**src/rtl/adc_pkg.sv**
```systemverilog
// Shared types and default constants for the ADC scan sequencer and its channel accumulator.
package adc_pkg;

  typedef enum logic [1:0] {
    StSetup,
    StGo,
    StArm,
    StWait
  } seq_state_e;

  localparam int unsigned DEF_ADC_BITS   = 10;
  localparam int unsigned DEF_DISCARD    = 3;
  localparam int unsigned DEF_AVG_LOG2   = 0;
  localparam int unsigned DEF_TIMEOUT    = 65520;
  localparam int unsigned ACC_W          = DEF_ADC_BITS + DEF_AVG_LOG2;
  localparam int unsigned CONV_PER_VISIT = DEF_DISCARD + (1 << DEF_AVG_LOG2);

  function automatic int unsigned acc_width(int unsigned adc_bits, int unsigned avg_log2);
    return adc_bits + avg_log2;
  endfunction

  function automatic int unsigned conv_per_visit(int unsigned discard, int unsigned avg_log2);
    return discard + (32'd1 << avg_log2);
  endfunction

endpackage

```
**src/rtl/adc_chan_accum.sv**
```systemverilog
// Per-visit conversion counter and accumulator: drops settling conversions, sums the rest and
// reports the averaged result on the conversion that completes the visit.
module adc_chan_accum
  import adc_pkg::*;
#(
  parameter int unsigned ADC_BITS = DEF_ADC_BITS,
  parameter int unsigned DISCARD  = DEF_DISCARD,
  parameter int unsigned AVG_LOG2 = DEF_AVG_LOG2
) (
  input  logic                clk3p2M,
  input  logic                reset,
  input  logic                sample,
  input  logic                clear,
  input  logic [ADC_BITS-1:0] sample_data,
  output logic                done,
  output logic [ADC_BITS-1:0] avg_result
);

  localparam int unsigned AccW = acc_width(ADC_BITS, AVG_LOG2);
  localparam int unsigned Conv = conv_per_visit(DISCARD, AVG_LOG2);
  localparam int unsigned CntW = $clog2(Conv + 1);

  logic [CntW-1:0] cnt_q, cnt_d;
  logic [AccW-1:0] acc_q, acc_d, acc_sum;
  logic            discard;

  if (DISCARD == 0) begin : g_no_discard
    assign discard = 1'b0;
  end else begin : g_discard
    assign discard = (cnt_q < CntW'(DISCARD));
  end

  always_comb begin
    acc_sum    = acc_q + AccW'(sample_data);
    // The last conversion of a visit is never a discard since Conv > DISCARD.
    done       = sample && (cnt_q == CntW'(Conv - 1));
    avg_result = ADC_BITS'(acc_sum >> AVG_LOG2);
    cnt_d      = cnt_q;
    acc_d      = acc_q;
    if (clear || done) begin
      cnt_d = '0;
      acc_d = '0;
    end else if (sample) begin
      cnt_d = cnt_q + 1'b1;
      if (!discard) begin
        acc_d = acc_sum;
      end
    end
  end

  always_ff @(posedge clk3p2M or posedge reset) begin
    if (reset) begin
      cnt_q <= '0;
      acc_q <= '0;
    end else begin
      cnt_q <= cnt_d;
      acc_q <= acc_d;
    end
  end

endmodule

```
**src/rtl/adc_scan_sequencer.sv**
```systemverilog
// Round-robin scan of an external SPI ADC over NUM_CHAN mux channels with per-channel enable,
// commit gating, conversion timeout and packed per-channel result registers.
module adc_scan_sequencer
  import adc_pkg::*;
#(
  parameter int unsigned NUM_CHAN = 17,
  parameter int unsigned ADC_BITS = DEF_ADC_BITS,
  parameter int unsigned DISCARD  = DEF_DISCARD,
  parameter int unsigned AVG_LOG2 = DEF_AVG_LOG2,
  parameter int unsigned TIMEOUT  = DEF_TIMEOUT,
  parameter int unsigned CHAN_W   = 5
) (
  input  logic                         clk3p2M,
  input  logic                         reset,
  input  logic [ADC_BITS-1:0]          adc_in,
  input  logic                         adc_valid,
  input  logic [NUM_CHAN-1:0]          chan_en,
  input  logic [NUM_CHAN-1:0]          chan_gate,
  input  logic                         err_clr,
  output logic                         adc_go,
  output logic [CHAN_W-1:0]            adc_chan,
  output logic [NUM_CHAN*ADC_BITS-1:0] adc_data,
  output logic                         upd_stb,
  output logic [CHAN_W-1:0]            upd_chan,
  output logic                         scan_done,
  output logic [NUM_CHAN-1:0]          timeout_err
);

  localparam int unsigned TmoW = $clog2(TIMEOUT + 1);

  seq_state_e                  state_q, state_d;
  logic [CHAN_W-1:0]           cur_q, cur_d;
  logic [TmoW-1:0]             tmo_q, tmo_d;
  logic [NUM_CHAN*ADC_BITS-1:0] data_q, data_d;
  logic                        upd_stb_q, upd_stb_d;
  logic [CHAN_W-1:0]           upd_chan_q, upd_chan_d;
  logic                        scan_done_q, scan_done_d;
  logic [NUM_CHAN-1:0]         err_q, err_d, err_set;

  logic                        sample, advance, wrap, timeout, done;
  logic [ADC_BITS-1:0]         avg_result;

  adc_chan_accum #(
    .ADC_BITS (ADC_BITS),
    .DISCARD  (DISCARD),
    .AVG_LOG2 (AVG_LOG2)
  ) u_accum (
    .clk3p2M     (clk3p2M),
    .reset       (reset),
    .sample      (sample),
    .clear       (advance),
    .sample_data (adc_in),
    .done        (done),
    .avg_result  (avg_result)
  );

  always_comb begin
    state_d     = state_q;
    cur_d       = cur_q;
    tmo_d       = tmo_q;
    data_d      = data_q;
    upd_stb_d   = 1'b0;
    upd_chan_d  = upd_chan_q;
    scan_done_d = 1'b0;
    err_set     = '0;
    sample      = 1'b0;
    advance     = 1'b0;
    wrap        = (cur_q == CHAN_W'(NUM_CHAN - 1));
    timeout     = (state_q == StWait) && (tmo_q == TmoW'(TIMEOUT));

    unique case (state_q)
      StSetup: begin
        // With nothing enabled the sequencer parks on the current channel.
        if (|chan_en) begin
          if (chan_en[cur_q]) state_d = StGo;
          else                advance = 1'b1;
        end
      end
      StGo: state_d = StArm;
      StArm: begin
        tmo_d   = '0;
        state_d = StWait;
      end
      StWait: begin
        tmo_d = tmo_q + 1'b1;
        if (timeout) begin
          err_set[cur_q] = 1'b1;
          advance        = 1'b1;
          state_d        = StSetup;
        end else if (adc_valid) begin
          sample  = 1'b1;
          state_d = StSetup;
          if (done) begin
            advance = 1'b1;
            if (chan_gate[cur_q]) begin
              data_d[cur_q*ADC_BITS +: ADC_BITS] = avg_result;
              upd_stb_d                          = 1'b1;
              upd_chan_d                         = cur_q;
            end
          end
        end
      end
      default: state_d = StSetup;
    endcase

    if (advance) begin
      cur_d       = wrap ? '0 : cur_q + 1'b1;
      scan_done_d = wrap;
    end

    // A fresh timeout outranks a simultaneous clear for its own bit.
    err_d = (err_q & ~{NUM_CHAN{err_clr}}) | err_set;
  end

  always_ff @(posedge clk3p2M or posedge reset) begin
    if (reset) begin
      state_q     <= StSetup;
      cur_q       <= '0;
      tmo_q       <= '0;
      data_q      <= '0;
      upd_stb_q   <= 1'b0;
      upd_chan_q  <= '0;
      scan_done_q <= 1'b0;
      err_q       <= '0;
    end else begin
      state_q     <= state_d;
      cur_q       <= cur_d;
      tmo_q       <= tmo_d;
      data_q      <= data_d;
      upd_stb_q   <= upd_stb_d;
      upd_chan_q  <= upd_chan_d;
      scan_done_q <= scan_done_d;
      err_q       <= err_d;
    end
  end

  assign adc_go      = (state_q == StGo);
  assign adc_chan    = cur_q;
  assign adc_data    = data_q;
  assign upd_stb     = upd_stb_q;
  assign upd_chan    = upd_chan_q;
  assign scan_done   = scan_done_q;
  assign timeout_err = err_q;

endmodule

```
**config.mk**
```make
export PLATFORM = sky130hd
export DESIGN_NAME = adc_scan_sequencer
export DESIGN_NICKNAME = d
export VERILOG_FILES = /design/src/rtl/adc_pkg.sv /design/src/rtl/adc_chan_accum.sv /design/src/rtl/adc_scan_sequencer.sv
export SDC_FILE = /design/constraint.sdc
export NUM_CORES = 1
export LEC_CHECK = 0
export BUFFER_PORTS_ARGS = -buffer_cell sky130_fd_sc_hd__buf_4
export CAP_MARGIN = 30
export CORE_ASPECT_RATIO = 1.4
export CORE_MARGIN = 4
export CORE_UTILIZATION = 56
export CTS_CLUSTER_DIAMETER = 120
export DETAILED_ROUTE_END_ITERATION = 12
export PLACE_DENSITY = 0.8
export SYNTH_ARGS = -nofsm -noshare
export SYNTH_HDL_FRONTEND = slang
export SYNTH_SLANG_ARGS = --single-unit
export TNS_END_PERCENT = 1
```
**constraint.sdc**
```tcl
create_clock -name clk3p2M -period 9.98 [get_ports clk3p2M]
set_input_delay 1.996 -clock clk3p2M [delete_from_list [all_inputs] [get_ports clk3p2M]]
set_output_delay 1.996 -clock clk3p2M [all_outputs]
set_load 0.005 [all_outputs]
```
==> impl_metrics.toml, run 1 <==
[outcome]
status = "finished clean"

[clock_tree]
clk_pin_slew_worst_paths_ns = 0.07
htree_levels = 1
holdBufCountCts = 0
tritoncts.num_buffers = 22
tritoncts = "done"
worst_skew_pair.late_latency_ns = 0.51
clock_sinks = 230
cts_root_buffer = "sky130_fd_sc_hd__clkbuf_16"
post_cts_resize_count = 0
post_cts.repair.setup_buffers = 0
cts.path.max_buffers = 3

[sta]
rsz_0062_raised_after_global_routing = "false"
final.period_utilization_pct = 62.3
setup-violations-final = 0
timing.final.crit_period_ns = 6.22
fin_worst_skew_ns = 0.0102
setup_tns_ns = 0
worst_slew_pin_slew_ns = 1.18
timing_max_transition_violations_final = 0
finalHoldViolations = 0
max_slew_margin_pct = 20.5
achievable-frequency_ghz = 0.161
hold_slack_ns = 0.489

[global_routing]
groute.usage.overall_pct = 30.9
grt_start_max_net_pins = 109
grt_first_pass_wirelength_um = 59900
via_count_of_the_first_global_routing_pass = 10700
grt-ovfl-total = 0
initial_antenna_violation_count = 0

[die]
io_pins = 248
fp.dieW_um = 133
core_sq_um = 21800
die-area_sq_um = 24500
placement_rows = 64
die_y_um = 184
floorplan.initialDensity_pct = 56.7

[synth]
dominantRegCellSynth = "sky130_fd_sc_hd__dfrtp_1"
post_synth_xor_area_fraction_pct = 1.61
synth_warnings = 0
synth-seq-cells = 230
distinct_cell_type_count_after_synthesis = 80
synth_compound_gate_area_share_pct = 13.5
async_sr_flop_fraction_pct = 100
synth_top_family_by_area = "multiplexers"
seq_area_frac_synth_pct = 46.6
share_of_cell_area_taken_by_muxes_after_synthesis_pct = 18.0
synth_fa_ha_area_share_pct = 3.37
synth-edff-count = 0
synth_fp_nets = 1201
post_synth_and_or_nand_nor_area_fraction_pct = 14.0
synthesis.area_per_instance_sq_um = 11.0
post_synth_design_cell_area_sq_um = 12300
netlist_instances = 1121

[power_and_ir_drop]
power-per-cell-area_nw_per_um2 = 319
ir_worst_vdd_v = 0.000231
seq_power_share_pct = 22.3
p_clk_share_pct = 16.6
p_leak_uw = 0.00747
switching_share_pct = 51.7
p_switching_uw = 2510
combPwrFrac_pct = 61.0
cellInternalPower_uw = 2350
power.total_uw = 4850

[worst_setup_path]
critical_path.max_fanout = 22
arrival_ns = 6.61
worstSetupEndpointType = "register"
critical_path_required_ns = 10.37
setup_crit_start_kind = "register"
timing_worst_setup_path_type = "register to register"

[finish]
final_net_count = 1439
finalInstanceArea_sq_um = 15200
drive_above_1_share_pct = 36.1
layout-area-overhead-vs-synth_pct = 23.2
final_cell_mix = "260 x sky130_fd_sc_hd__buf_4, 230 x sky130_fd_sc_hd__dfrtp_1, 164 x sky130_fd_sc_hd__mux2_2"
diodes = 0
mostFrequentLayoutCell = "sky130_fd_sc_hd__buf_4"

[routing]
drt.antenna.violating_nets = 0
vias = 10400
route.detailed.vias_per_inst = 6.28
drt_iter0_drc = 877
detail_route.wirelength_um = 38400
drt-pass1-iter-count = 6
drt_drc_violations_left = 0
wl_per_cell_um = 23.1

[flow_run]
max_cap_violations = 0

[hold_path]
hold_path_class = "register to register"

[placement]
dpl.hpwl_um = 28500
number_of_port_buffers = 247
final_replace_weighted_congestion = 1.03
placed_area_sq_um = 14500
[stage by stage]
stage / instances / utilization, % / worst slack, ns
floorplan: 1121 / - / 1.68
finish: 1663 / 69.8 / 3.76
detailed placement: 1631 / 66.6 / 4.04
global route: 1663 / 69.8 / 3.36
global placement: 1627 / 66.4 / 4.31
CTS: 1662 / 69.7 / 3.90
[power groups by stage]
stage	clock, uW	sequential [uW]	combinational, uW
floorplan	0	1080	1860
global placement	0	1100	2830
detailed placement	0	1100	2850
CTS	816	1080	2870
global route	854	1100	3130
finish	807	1080	2960
[routing by layer]
layer  routed length (um)  vias up  track usage, %
li1                     -     4666               -
met2                19000      511            53.5
met3                 3320      147            7.28
met5                    0        -               0
met1                13900     5123            36.3
met4                 2160        0            14.5
[layout make-up]
type,count,area (sq um)
Clock buffer,29,638
Clock inverter,2,35.0
Fill cell,1642,6580
Inverter,34,140
Multi-Input combinational cell,807,6240
Sequential cell,230,5760
Tap cell,297,372
Timing Repair Buffer,264,2020
[critical path: stages (launching register included)]
cell                       delay (ns)
sky130_fd_sc_hd__dfrtp_1         0.92
sky130_fd_sc_hd__ha_1            0.28
sky130_fd_sc_hd__ha_1            0.20
sky130_fd_sc_hd__inv_1           0.06
sky130_fd_sc_hd__fa_1            0.78
sky130_fd_sc_hd__nand2b_1        0.24
sky130_fd_sc_hd__nor3_1          0.24
sky130_fd_sc_hd__nand2_1         0.13
sky130_fd_sc_hd__nor2_1          0.24
sky130_fd_sc_hd__ha_1            0.44
sky130_fd_sc_hd__inv_1           0.21
sky130_fd_sc_hd__nor4_2          0.80
sky130_fd_sc_hd__nand2_1         0.67
sky130_fd_sc_hd__nor3_1          0.49
sky130_fd_sc_hd__mux2_2          0.38
[cells by family (layout without fill, tap and decap cells)]
kind of cell	after synthesis	in the layout
xor gates and xnor gates	18	18
and+or+nand+nor	339	339
DFF	230	230
muxes	187	187
buffers and inverters	84	329
AOI/OAI and AO/OA	231	231
adders and majority gates	32	32
[Yosys cell counts, types with 7 or more instances]
library cell               count  area (sq um)
sky130_fd_sc_hd__nor3b_1       7          52.6
sky130_fd_sc_hd__o22a_1        9          78.8
sky130_fd_sc_hd__a21o_1        8          60.1
sky130_fd_sc_hd__a31oi_1      11          68.8
sky130_fd_sc_hd__xnor2_1       9          78.8
sky130_fd_sc_hd__a22o_1       30           263
sky130_fd_sc_hd__mux4_2        9           203
sky130_fd_sc_hd__a211o_1       8          70.1
sky130_fd_sc_hd__nor2b_1       7          43.8
sky130_fd_sc_hd__o22ai_1      23           144
sky130_fd_sc_hd__nand3_1      55           275
sky130_fd_sc_hd__nand4_1      14          87.6
sky130_fd_sc_hd__ha_1         30           375
sky130_fd_sc_hd__and2_1        7          43.8
sky130_fd_sc_hd__o32ai_1       7          61.3
sky130_fd_sc_hd__nor3_1       33           165
sky130_fd_sc_hd__nand2b_1     12          75.1
sky130_fd_sc_hd__nor2_1       79           297
sky130_fd_sc_hd__clkbuf_1     34           128
sky130_fd_sc_hd__mux2i_1       8          80.1
sky130_fd_sc_hd__a21oi_1      26           130
sky130_fd_sc_hd__dfrtp_1     230          5760
sky130_fd_sc_hd__o21ai_0      39           195
sky130_fd_sc_hd__mux2_2      164          1850
sky130_fd_sc_hd__or2_2         9          56.3
sky130_fd_sc_hd__o31ai_1       9          67.6
sky130_fd_sc_hd__inv_1        28           105
sky130_fd_sc_hd__nor4_1       10          62.6
sky130_fd_sc_hd__buf_2        10          50.1
sky130_fd_sc_hd__nand2_1      67           251
sky130_fd_sc_hd__and3_1       11          68.8
[sequential cells by signal (all words and copies together) (netlist names)]
register,flops
tmo_q,16
upd_chan,5
timeout_err,17
adc_chan,5
adc_data,170
state_q,2
u_accum.acc_q,10
upd_stb,1
scan_done,1
u_accum.cnt_q,3
[path summary, 6_finish.rpt]
check	slack, ns	to	start	depth (start not counted)
setup / recovery	3.76	adc_data[123]	adc_chan[1]	14
hold / removal	0.49	timeout_err[16]	timeout_err[16]	1
setup reg to reg	3.76	adc_data[123]	adc_chan[1]	14
hold reg to reg	0.49	timeout_err[16]	timeout_err[16]	1
max in group asynchronous	7.43	timeout_err[4]	reset	4
min in group asynchronous	1.46	adc_data[144]	reset	2
(Power assumes the default switching activity.)
==> run 2, diff against run 1 <==
==> constraint.sdc (replaced) <==
create_clock -name clk3p2M -period 5.8 [get_ports clk3p2M]
set_input_delay 1.16 -clock clk3p2M [delete_from_list [all_inputs] [get_ports clk3p2M]]
set_output_delay 1.16 -clock clk3p2M [all_outputs]
set_load 0.005 [all_outputs]
==> run 2 against run 1 <==
Against the previous run:
- clock skew rose by 0.0059 ns
- cell count is 1.1% higher
- sequential power up 70%
- register-to-register slack worse by 3.1 ns
- sequential cell count unchanged
- combinational power is 75% higher
- sequential share of layout area down 0.36 points
- critical path depth rose by 2
- die area stayed put
- power rose by 76%
- non-clock buffer count is 8 higher
- core utilization rose by 0.66 points
==> impl_metrics.toml, run 2 (same netlist as run 1, synthesis figures left out) <==
[global_routing]
initial_antenna_violation_count = 0
via_count_of_the_first_global_routing_pass = 10900
grt-ovfl-total = 0
grt_start_max_net_pins = 124
grt_first_pass_wirelength_um = 60900
groute.usage.overall_pct = 31.3

[die]
die_y_um = 184
core_sq_um = 21800
fp.dieW_um = 133
io_pins = 248
die-area_sq_um = 24500
placement_rows = 64
floorplan.initialDensity_pct = 56.7

[sta]
final.period_utilization_pct = 88.6
max_slew_margin_pct = 26.6
rsz_0062_raised_after_global_routing = "false"
timing_max_transition_violations_final = 0
fin_worst_skew_ns = 0.0161
timing.final.crit_period_ns = 5.14
setup-violations-final = 0
achievable-frequency_ghz = 0.195
setup_tns_ns = 0
finalHoldViolations = 0
worst_slew_pin_slew_ns = 1.10

[clock_tree]
cts.path.max_buffers = 3
holdBufCountCts = 0
post_cts_resize_count = 0
clock_sinks = 230
worst_skew_pair.late_latency_ns = 0.52
cts_root_buffer = "sky130_fd_sc_hd__clkbuf_16"
tritoncts.num_buffers = 23
htree_levels = 1
tritoncts = "done"
clk_pin_slew_worst_paths_ns = 0.06
post_cts.repair.setup_buffers = 0

[worst_setup_path]
startpoint = "adc_chan[3]"
arrival_ns = 5.53
crit_path_cell_trace = "ha_1 > ha_1 > inv_1 > fa_1 > buf_4 > nand2b_1 > nor3_1 > nand2_1 > nor2_1 > ha_1 > inv_1 > nor4_2 > buf_4 > nand2_1 > nor3_1 > mux2_2"
r2r_start = "adc_chan[3]"
r2r_cells = 16
setup_crit_start_kind = "register"
critical_path_required_ns = 6.19
timing_worst_setup_path_type = "register to register"
critical_path.max_fanout = 14
critical_path.max_stage_delay_ns = 0.53
critical-path-top-cell-by-count = "sky130_fd_sc_hd__ha_1"
timing.reg2reg.setup_slack_ns = 0.66
critical_path.slowest_cell = "sky130_fd_sc_hd__dfrtp_1"
worstSetupEndpointType = "register"

[hold_path]
worstHoldPathCells = 2
hold_path_class = "register to register"
hold_path.startpoint = "upd_chan[4]"

[routing]
vias = 10400
detail_route.wirelength_um = 38700
drt_iter0_drc = 765
route.detailed.vias_per_inst = 6.21
drt.antenna.violating_nets = 0
wl_per_cell_um = 23.0
drt-pass1-iter-count = 5
drt_drc_violations_left = 0

[finish]
layout-area-overhead-vs-synth_pct = 24.3
largest_register_ff_count = 170
final_net_count = 1448
area.sequential_sq_um = 5760
final_cell_mix = "270 x sky130_fd_sc_hd__buf_4, 230 x sky130_fd_sc_hd__dfrtp_1, 164 x sky130_fd_sc_hd__mux2_2"
layout.filler_cells = 1678
drive_above_1_share_pct = 36.8
mostFrequentLayoutCell = "sky130_fd_sc_hd__buf_4"
area_used_by_multi_input_combinational_logic_sq_um = 6240
diodes = 0

[power_and_ir_drop]
power-per-cell-area_nw_per_um2 = 557
switching_share_pct = 51.1
seq_power_share_pct = 21.5
p_leak_uw = 0.00753
cellInternalPower_uw = 4190
p_clk_share_pct = 18.1
combPwrFrac_pct = 60.4
ir_worst_vdd_v = 0.000303
p_switching_uw = 4370
power.total_uw = 8550

[placement]
number_of_port_buffers = 247
dpl.hpwl_um = 28800
final_replace_weighted_congestion = 1.03

[flow_run]
max_cap_violations = 0

[outcome]
status = "finished clean"
-- run 2: cell types whose count changed in the layout (fill, tap and decap cells not counted), moves of 2 or more --
cell / change
sky130_fd_sc_hd__buf_4: +10
sky130_fd_sc_hd__clkinvlp_4: +6
sky130_fd_sc_hd__bufinv_16: +2
sky130_fd_sc_hd__clkbuf_1: +2
-- run 2: layout make-up --
cell class / instances / area share, %
clock buffers: 30 / 4.12
clock inverters: 11 / 0.954
inverters: 34 / 0.889
multi-input cells: 807 / 40.7
flip-flops and latches: 230 / 37.5
well taps: 297 / 2.42
repair buffers: 272 / 13.4
-- run 2: path summary, 6_finish.rpt --
path                                     to
setup / recovery               adc_data[96]
hold / removal                  upd_chan[4]
setup reg to reg               adc_data[96]
hold reg to reg                 upd_chan[4]
max in group asynchronous     adc_data[109]
min in group asynchronous  u_accum.acc_q[5]
-- run 2: power groups by stage --
stage / clock network [uW] / registers [uW] / logic [uW]
after CTS: 1560 / 1840 / 5040
after floorplan: 0 / 1850 / 3200
final: 1540 / 1840 / 5170
after global placement: 0 / 1860 / 4980
after global routing: 1630 / 1860 / 5490
after detailed placement: 0 / 1870 / 5010
-- run 2: critical path: cells and delay by family, from the launching register on --
family,cells,cell delay (ns)
buffers and inverters,4,0.66
multiplexers,1,0.39
flip-flops,1,0.53
adder cells (fa/ha/maj),4,1.46
AND/OR/NAND/NOR,7,1.95
-- run 2: per-layer routing --
layer / GRT usage [%] / wire length, um / vias to the layer above
met5: 0 / 0 / -
met4: 13.6 / 1690 / 0
met3: 7.04 / 2980 / 102
met2: 55.3 / 19800 / 442
met1: 36.7 / 14300 / 5192
li1: - / - / 4696
-- run 2: stage by stage --
step,setup WS [ns],util (%),hold WS [ns],cell area [sq um],cells
finish,0.659,70.5,0.488,15300,1681
global placement,0.918,66.8,0.465,14500,1638
floorplan,1.41,-,0.450,12300,1121
global route,0.288,70.5,0.507,15300,1681
CTS,0.698,70.5,0.488,15300,1681
detailed placement,0.734,66.9,0.473,14600,1640
